### config.mk
export PLATFORM = sky130hd
export DESIGN_NAME = exu_ctrl
export DESIGN_NICKNAME = d
export VERILOG_FILES = /design/src/rtl/exu_ctrl_pkg.sv /design/src/rtl/exu_lat_cnt.sv /design/src/rtl/exu_ctrl.sv
export SDC_FILE = /design/constraint.sdc
export NUM_CORES = 1
export LEC_CHECK = 0
export ABC_AREA = 1
export CORE_AREA = 2 2 257 259
export DETAILED_ROUTE_END_ITERATION = 8
export DIE_AREA = 0 0 259 261
export PLACE_DENSITY_LB_ADDON = 0.3
export SLEW_MARGIN = 25
export SYNTH_ARGS = -nofsm -noshare
export SYNTH_HDL_FRONTEND = slang
export SYNTH_SLANG_ARGS = --single-unit
### constraint.sdc
create_clock -name clk_i -period 5.2 [get_ports clk_i]
set_clock_uncertainty 0.2 [all_clocks]
set_input_delay 0.52 -clock clk_i [delete_from_list [all_inputs] [get_ports clk_i]]
set_output_delay 0.52 -clock clk_i [all_outputs]
set_load 0.01 [all_outputs]
### src/rtl/exu_ctrl_pkg.sv
// Shared definitions for the execute-stage sequencing controller.
// State encoding, default widths and the sequential PC step.
package exu_ctrl_pkg;

  typedef enum logic [1:0] {
    S_IDLE = 2'd0,
    S_EXEC = 2'd1,
    S_WAIT = 2'd2,
    S_OUT  = 2'd3
  } exu_state_e;

  localparam int XLEN_D      = 32;
  localparam int PAYLOAD_W_D = 192;
  localparam int LAT_D       = 4;
  localparam int PC_INC      = 4;

endpackage

### src/rtl/exu_lat_cnt.sv
// Loadable 4-bit down-counter with zero flag.
// Sequences the extra cycles of multi-cycle execute ops.
module exu_lat_cnt (
  input  logic       clk_i,
  input  logic       rst_n_i,
  input  logic       clr_i,
  input  logic       load_i,
  input  logic [3:0] load_val_i,
  input  logic       dec_i,
  output logic       zero_o
);

  logic [3:0] cnt_q;

  always_ff @(posedge clk_i or negedge rst_n_i) begin
    if (!rst_n_i) begin
      cnt_q <= 4'd0;
    end else if (clr_i) begin
      cnt_q <= 4'd0;
    end else if (load_i) begin
      cnt_q <= load_val_i;
    end else if (dec_i && cnt_q != 4'd0) begin
      cnt_q <= cnt_q - 4'd1;
    end
  end

  assign zero_o = (cnt_q == 4'd0);

endmodule

### src/rtl/exu_ctrl.sv
// Execute-stage controller: handshaked wrapper around the
// combinational ALU/branch datapath between IDU and LSU.
module exu_ctrl
  import exu_ctrl_pkg::*;
#(
  parameter int XLEN      = XLEN_D,
  parameter int PAYLOAD_W = PAYLOAD_W_D,
  parameter int LAT       = LAT_D
) (
  input  logic                 clk_i,
  input  logic                 rst_n_i,
  input  logic                 in_valid_i,
  output logic                 in_ready_o,
  input  logic [XLEN-1:0]      in_pc_i,
  input  logic [PAYLOAD_W-1:0] in_payload_i,
  input  logic                 in_multi_i,
  input  logic                 in_ctrl_flow_i,
  output logic [PAYLOAD_W-1:0] exu_payload_o,
  output logic [XLEN-1:0]      exu_pc_o,
  input  logic [XLEN-1:0]      exu_res_i,
  input  logic [XLEN-1:0]      exu_npc_i,
  input  logic                 exu_cnd_i,
  output logic                 out_valid_o,
  input  logic                 out_ready_i,
  output logic [XLEN-1:0]      out_pc_o,
  output logic [XLEN-1:0]      out_res_o,
  output logic [XLEN-1:0]      out_npc_o,
  output logic                 redirect_valid_o,
  output logic [XLEN-1:0]      redirect_pc_o,
  input  logic                 flush_i,
  output logic                 busy_o
);

  localparam logic [3:0] LAT_LD = 4'(LAT - 2);

  exu_state_e           state_q;
  logic [XLEN-1:0]      pc_q;
  logic [PAYLOAD_W-1:0] payload_q;
  logic                 multi_q;
  logic                 cf_q;
  logic [XLEN-1:0]      res_q;
  logic [XLEN-1:0]      npc_q;
  logic                 cnd_q;
  logic                 redir_q;

  logic fire;
  logic cap;
  logic cnt_zero;
  logic cnt_load;
  logic cnt_dec;

  assign in_ready_o = rst_n_i & ~flush_i &
    ((state_q == S_IDLE) |
     ((state_q == S_OUT) & out_ready_i));

  assign fire = in_valid_i & in_ready_o;

  assign cap =
    ((state_q == S_EXEC) & ~multi_q) |
    ((state_q == S_WAIT) & cnt_zero);

  assign cnt_load = ~flush_i & (state_q == S_EXEC) & multi_q;
  assign cnt_dec  = ~flush_i & (state_q == S_WAIT);

  exu_lat_cnt u_lat_cnt (
    .clk_i      (clk_i),
    .rst_n_i    (rst_n_i),
    .clr_i      (flush_i),
    .load_i     (cnt_load),
    .load_val_i (LAT_LD),
    .dec_i      (cnt_dec),
    .zero_o     (cnt_zero)
  );

  always_ff @(posedge clk_i or negedge rst_n_i) begin
    if (!rst_n_i) begin
      state_q   <= S_IDLE;
      pc_q      <= '0;
      payload_q <= '0;
      multi_q   <= 1'b0;
      cf_q      <= 1'b0;
      res_q     <= '0;
      npc_q     <= '0;
      cnd_q     <= 1'b0;
      redir_q   <= 1'b0;
    end else if (flush_i) begin
      state_q <= S_IDLE;
      redir_q <= 1'b0;
    end else begin
      redir_q <= 1'b0;
      if (cap) begin
        res_q   <= exu_res_i;
        npc_q   <= exu_npc_i;
        cnd_q   <= exu_cnd_i;
        redir_q <= cf_q &
          (exu_npc_i != pc_q + XLEN'(PC_INC));
      end
      if (fire) begin
        pc_q      <= in_pc_i;
        payload_q <= in_payload_i;
        multi_q   <= in_multi_i;
        cf_q      <= in_ctrl_flow_i;
      end
      unique case (state_q)
        S_IDLE: if (fire) state_q <= S_EXEC;
        S_EXEC: state_q <= multi_q ? S_WAIT : S_OUT;
        S_WAIT: if (cnt_zero) state_q <= S_OUT;
        S_OUT: begin
          if (fire)             state_q <= S_EXEC;
          else if (out_ready_i) state_q <= S_IDLE;
        end
        default: state_q <= S_IDLE;
      endcase
    end
  end

  // Taken/not-taken is already folded into npc; cnd is kept for debug.
  logic unused_cnd;
  assign unused_cnd = cnd_q;

  assign exu_payload_o    = payload_q;
  assign exu_pc_o         = pc_q;
  assign out_valid_o      = (state_q == S_OUT) & ~flush_i;
  assign out_pc_o         = pc_q;
  assign out_res_o        = res_q;
  assign out_npc_o        = npc_q;
  assign redirect_valid_o = redir_q & ~flush_i;
  assign redirect_pc_o    = npc_q;
  assign busy_o           = (state_q != S_IDLE);

endmodule

==> results of run 1 <==
state kept, by name, summed over array words and instances, names as in the netlist:
| signal | count |
|---|---|
| exu_payload_o | 192 |
| exu_pc_o | 32 |
| redir_q | 1 |
| out_npc_o | 32 |
| out_res_o | 32 |
| multi_q | 1 |
| cf_q | 1 |
| u_lat_cnt.cnt_q | 4 |
| state_q | 2 |
kinds of logic (layout without fill, tap and decap cells):
| family | after synthesis | after routing | synth area share [%] |
|---|---|---|---|
| AOI/OAI and AO/OA | 51 | 51 | 2.07 |
| xor gates and xnor gates | 15 | 15 | 1.11 |
| buffers and inverters | 163 | 783 | 7.27 |
| adders and majority gates | 7 | 7 | 0.667 |
| muxes | 257 | 257 | 22.0 |
| other | 0 | 1 | 0 |
| and+or+nand+nor | 312 | 312 | 10.3 |
| DFF | 297 | 297 | 56.6 |
cells in the final DEF (no fill, tap or decap), types with 2 or more instances in the layout:
| cell type | n |
|---|---|
| a21oi_1 | 36 |
| and2_1 | 3 |
| buf_12 | 3 |
| buf_4 | 5 |
| clkbuf_1 | 10 |
| clkbuf_16 | 37 |
| clkbuf_8 | 7 |
| clkdlybuf4s50_1 | 649 |
| clkinv_2 | 3 |
| dfrtp_1 | 297 |
| ha_1 | 7 |
| inv_1 | 61 |
| inv_6 | 2 |
| mux2_2 | 257 |
| nand2_1 | 157 |
| nand2_2 | 5 |
| nand2_4 | 2 |
| nand3_1 | 30 |
| nand3b_1 | 9 |
| nand4_1 | 4 |
| nor2_1 | 88 |
| nor2_2 | 4 |
| nor2_4 | 7 |
| nor3_1 | 3 |
| o21ai_0 | 7 |
| o21bai_1 | 2 |
| xnor2_1 | 9 |
| xor2_1 | 5 |
area by class of cell:
| class | count | area (um2) | share of cell area (%) |
|---|---|---|---|
| inverter | 63 | 236 | 1.11 |
| clock buffer | 54 | 1060 | 4.99 |
| antenna | 1 | 2.50 | 0.0118 |
| clock inverter | 6 | 52.6 | 0.247 |
| sequential | 297 | 7430 | 35.0 |
| multi-input combinational | 642 | 4760 | 22.4 |
| tap | 864 | 1080 | 5.09 |
| timing repair buffer | 660 | 6630 | 31.2 |
power groups by stage:
stage	combinational, mW	sequential [mW]	clock (mW)
finish	6.07	4.37	2.42
floorplan	2.27	4.72	0
global placement	6.12	4.36	0
CTS	6.17	4.40	2.54
detailed placement	6.14	4.41	0
global route	6.49	4.54	2.64
final timing paths:
kind,to
min,out_npc_o[21]
max in group asynchronous,exu_payload_o[86]
max,in_ready_o
min reg2reg,exu_payload_o[84]
max reg2reg,exu_payload_o[75]
min in group clk_i,exu_payload_o[84]
routing by layer:
layer | up-vias | GRT usage, %
met2 | 423 | 24.3
met1 | 4971 | 14.0
met3 | 62 | 4.57
met4 | 2 | 4.19
met5 | - | 0
li1 | 4793 | -
per-stage QoR:
step	instance area, um2	setup WS (ns)	util, %
2_1_floorplan	13100	3.12	-
3_3_place_gp	20100	2.19	30.9
3_5_place_dp	20100	2.17	30.9
4_1_cts	21200	2.06	32.7
5_1_grt	21300	1.99	32.7
6_report	21300	2.11	32.7
==> results.toml, run 1 <==
[critical_path]
cp_cell_sequence = "dlygate4sd3_1 > buf_8 > nand2_1 > nor2_1 > clkdlybuf4s50_1"
critPathLaunchType = "primary input"
critPathMaxStageDelay_ns = 0.60
crit_start = "rst_n_i"
worstRegToRegCells = 9
cp_slowest_cell = "clkdlybuf4s50_1"
path_depth = 5
worstPathArrival_ns = 2.37
rrSetupSlack_ns = 2.53
endpoint_kind = "output port"
path_buf_inv = 3
path_class = "primary input to output port"
worstReg2RegStart = "state_q[0]"
crit_family = "buffers and inverters"
crit_fanout = 39
required_ns = 4.48

[sta]
finalCriticalPeriod_ns = 3.09
max_slew.worst_pin.slew_ns = 0.842
holdWs_ns = 0.268
setup_viol = 0
finalCritPeriodShare_pct = 59.4
max-slew-margin-rel_pct = 43.9
slew_violations = 0
rsz0062_at_grt = "false"
finalHoldViolCount = 0
max_clock_freq_ghz = 0.324
tns_ns = 0

[routing]
ant_nets = 0
wl_mm = 46.2
maxUsedRoutingLayer = "met5"
route.detailed.drc = 0
detail_route.wl_per_cell_um = 17.8
num_vias = 10251
vias_per_cell = 3.96
drtIter0Drc = 327
met3_length_mm = 3.80
drt-met1-wl_mm = 16.6
drt-pass1-iter-count = 7
dr_wl_met2_mm = 24.6

[final_layout]
stdcell_count = 2587
drive_above_1_share_pct = 19.6
syn2layout_area_growth_pct = 61.9
n_fill_cell = 6444
nets = 2004

[power]
p_int_mw = 8.50
powerDensity_mw_per_mm2 = 605
clockPowerShare_pct = 18.8
p_comb_share_pct = 47.2
power.share.switching_pct = 34.0
p_total_mw = 12.9
p_leak_nw = 8.94
vdd_drop_max_v = 0.000333
seqPwrFrac_pct = 34.0
p_sw_mw = 4.37

[place]
dp_hpwl_mm = 35.5
numPortBuffers = 650
post-place-cells = 2525
place.gp.congestion = 0.830

[synthesis]
ys_warn_count = 0
ys_ff_latch = 297
ys_top_cells_by_count = "297 x dfrtp_1, 257 x mux2_2, 158 x nand2_1, 88 x nor2_1, 64 x buf_4"
synth_top_flop_cell = "dfrtp_1"
async_reset_ff_share_pct = 100
syn_area_mm2 = 0.0131
synth_fp_nets = 1405
syn_inst = 1102
synth_area_leaders = "dfrtp_1 57%, mux2_2 22%, nand2_1 4.5%"
yosysTopAreaCell = "dfrtp_1"
post_synth.cell_area_avg_um2 = 11.9
synth_edf_count = 0
post-synth-top-count-cell = "dfrtp_1"
ys_seq_area_share_pct = 56.6
ys_types = 33
yosysTopAreaCellShare_pct = 56.6

[floorplan]
rows = 94
ioPinCount = 652
die_w_um = 259
initial_core_util_pct = 20.2
die_area_mm2 = 0.0676
fp.dieH_um = 261
coreArea_mm2 = 0.0650

[global_routing]
grt_util_all_layers_pct = 13.2
antenna_found_initial = 2
grt_pass1_vias = 10986
gr-total-overflow = 0
grt_first_pass_wirelength_mm = 67.9
grt_start_max_net_pins = 134

[flow_run]
maxCapViolations = 0

[run_status]
status = "complete, no violations"

[cts]
cts_root_buf = "clkbuf_16"
postCtsResizedCells = 0
clkSinkCount = 297
clockBufferDepth = 3
htreeDepth = 2
hold_buffers = 1
cts_tree = "built"
clk_latency_ns = 0.54
clk_pin_slew_ns = 0.05
cts_buffers = 37
postCtsSetupRepairBufs = 0

[min_path]
hp-class = "primary input to async pin"
No activity file was read; power rests on OpenSTA's default activity.
==> inputs of run 2 (changes only) <==
==> constraint.sdc (replaced) <==
create_clock -name clk_i -period 2.5 [get_ports clk_i]
set_clock_uncertainty 0.2 [all_clocks]
set_input_delay 0.25 -clock clk_i [delete_from_list [all_inputs] [get_ports clk_i]]
set_output_delay 0.25 -clock clk_i [all_outputs]
set_load 0.01 [all_outputs]
==> run 2 against run 1 <==
Effect of this change:
- first-iteration DRC count grew 13%
- via count grew 2.2%
- core utilization is 0.75 points higher
- cell count is 1.4% higher
- global-route usage grew 0.18 points
- worst hold slack worse by 0.17 ns
- largest cell class unchanged
- combinational power rose by 120%
==> results.toml, run 2 (synthesized netlist as in run 1, its figures left out) <==
[run_status]
status = "complete, no violations"

[place]
place.gp.congestion = 0.827
numPortBuffers = 650
post_dp_cell_area_mm2 = 0.0204
dp_hpwl_mm = 36.8

[final_layout]
drive_above_1_share_pct = 21.7
nets = 2032
final_cell_area_mm2 = 0.0217
final_common_cell = "clkdlybuf4s50_1"
multi_input_area_mm2 = 0.00476
largest_reg_flops = 192
antenna_cells_inserted = 0
syn2layout_area_growth_pct = 65.6
n_fill_cell = 6487
final_cell_mix = "648 x clkdlybuf4s50_1, 297 x dfrtp_1, 257 x mux2_2, 157 x nand2_1, 87 x nor2_1"
regArea_mm2 = 0.00743

[sta]
finalCriticalPeriod_ns = 2.36
max_slew.worst_pin.slew_ns = 0.733
max_clock_freq_ghz = 0.424
tns_ns = 0
rsz0062_at_grt = "false"
slew_violations = 0
max-slew-margin-rel_pct = 51.1
setup_viol = 0
finalHoldViolCount = 0
finalCritPeriodShare_pct = 94.4

[cts]
clk_pin_slew_ns = 0.06
cts_tree = "built"
clkSinkCount = 297
postCtsSetupRepairBufs = 0
cts_root_buf = "clkbuf_16"
clk_latency_ns = 0.54
clockBufferDepth = 3
cts_buffers = 38
htreeDepth = 2

[floorplan]
die_w_um = 259
fp.dieH_um = 261
coreArea_mm2 = 0.0650
ioPinCount = 652
die_area_mm2 = 0.0676
rows = 94
initial_core_util_pct = 20.2

[power]
vdd_drop_max_v = 0.000723
p_leak_nw = 9.22
powerDensity_mw_per_mm2 = 1270

[critical_path]
crit_fanout = 3
critPathLaunchType = "flip-flop"
worstPathArrival_ns = 1.91
path_class = "flip-flop to output port"
endpoint_kind = "output port"
required_ns = 2.05

[global_routing]
grt_first_pass_wirelength_mm = 69.1
antenna_found_initial = 0
grt_start_max_net_pins = 152
grt_util_all_layers_pct = 13.4
grt_pass1_vias = 11114
gr-total-overflow = 0

[min_path]
hp-class = "primary input to flip-flop"

[flow_run]
maxCapViolations = 0

[routing]
wl_mm = 47.3
num_vias = 10478
detail_route.wl_per_cell_um = 18.0
ant_nets = 0
route.detailed.drc = 0
drtIter0Drc = 369
vias_per_cell = 3.99
drt-pass1-iter-count = 4
[run 2: cell count changes in the layout (fill, tap and decap cells not counted), moves of 2 or more]
| cell | delta |
|---|---|
| clkbuf_1 | -6 |
| buf_4 | +18 |
| bufinv_16 | +2 |
| clkbuf_16 | +2 |
| clkinv_2 | +10 |
| buf_12 | +9 |
[run 2: path summary, 6_finish.rpt]
| check | end | slack, ns | start | depth (start not counted) |
|---|---|---|---|---|
| min | exu_pc_o[2] | 0.1 | in_pc_i[2] | 3 |
| max reg2reg | exu_payload_o[72] | 0.29 | state_q[0] | 10 |
| min in group asynchronous | out_npc_o[12] | 0.12 | rst_n_i | 3 |
| max | busy_o | 0.14 | state_q[0] | 4 |
| max in group asynchronous | exu_payload_o[167] | 1.06 | rst_n_i | 4 |
| min reg2reg | exu_payload_o[94] | 0.30 | exu_payload_o[94] | 1 |
[run 2: what timing repair did]
item                                   in CTS  in global routing
gates resized for setup                     1                  2
setup endpoints to repair                   1                  1
cloned                                      0                  0
hold buffers                                1                  0
endpoints found under the hold margin     297                  0
[run 2: worst max-delay path, stage by stage (launching register included)]
cell and delay, ns:
dfrtp_1 0.38, inv_1 0.10, ha_1 0.23, inv_1 0.09, clkdlybuf4s50_1 0.57
[run 2: layout make-up]
class / count / area share [%]
Clock buffer: 51 / 5.06
Clock inverter: 19 / 0.783
Inverter: 63 / 1.09
Multi-Input combinational cell: 642 / 21.9
Sequential cell: 297 / 34.2
Tap cell: 864 / 4.97
Timing Repair Buffer: 687 / 32.0
[run 2: per-layer routing]
layer	GRT usage (%)	vias to the layer above	wire [um]
met2	24.8	409	25100
li1	-	4843	-
met1	14.4	5163	17500
met3	4.42	63	3700
met5	0	-	0
met4	3.77	0	1030
[run 2: stage by stage]
stage                     util, %  worst slack, ns  power (mW)  cells  hold WS [ns]
after floorplan                 -            0.423        14.5   1102        -0.246
after global placement       31.4            0.194        22.1   2551         0.104
after detailed placement     31.4            0.212        22.3   2551         0.106
after CTS                    33.4           0.0212        28.1   2622        0.0438
after global routing         33.4          0.00233        29.3   2623        0.0730
final                        33.4            0.141        27.6   2623        0.0958
[run 2: where the power goes]
part	internal, mW	total, mW	switching, mW	leakage, nW
clock	3.32	5.57	2.25	0.641
sequential	7.22	8.97	1.75	3.51
combinational	7.73	13.1	5.35	5.06
total	18.3	27.6	9.35	9.22
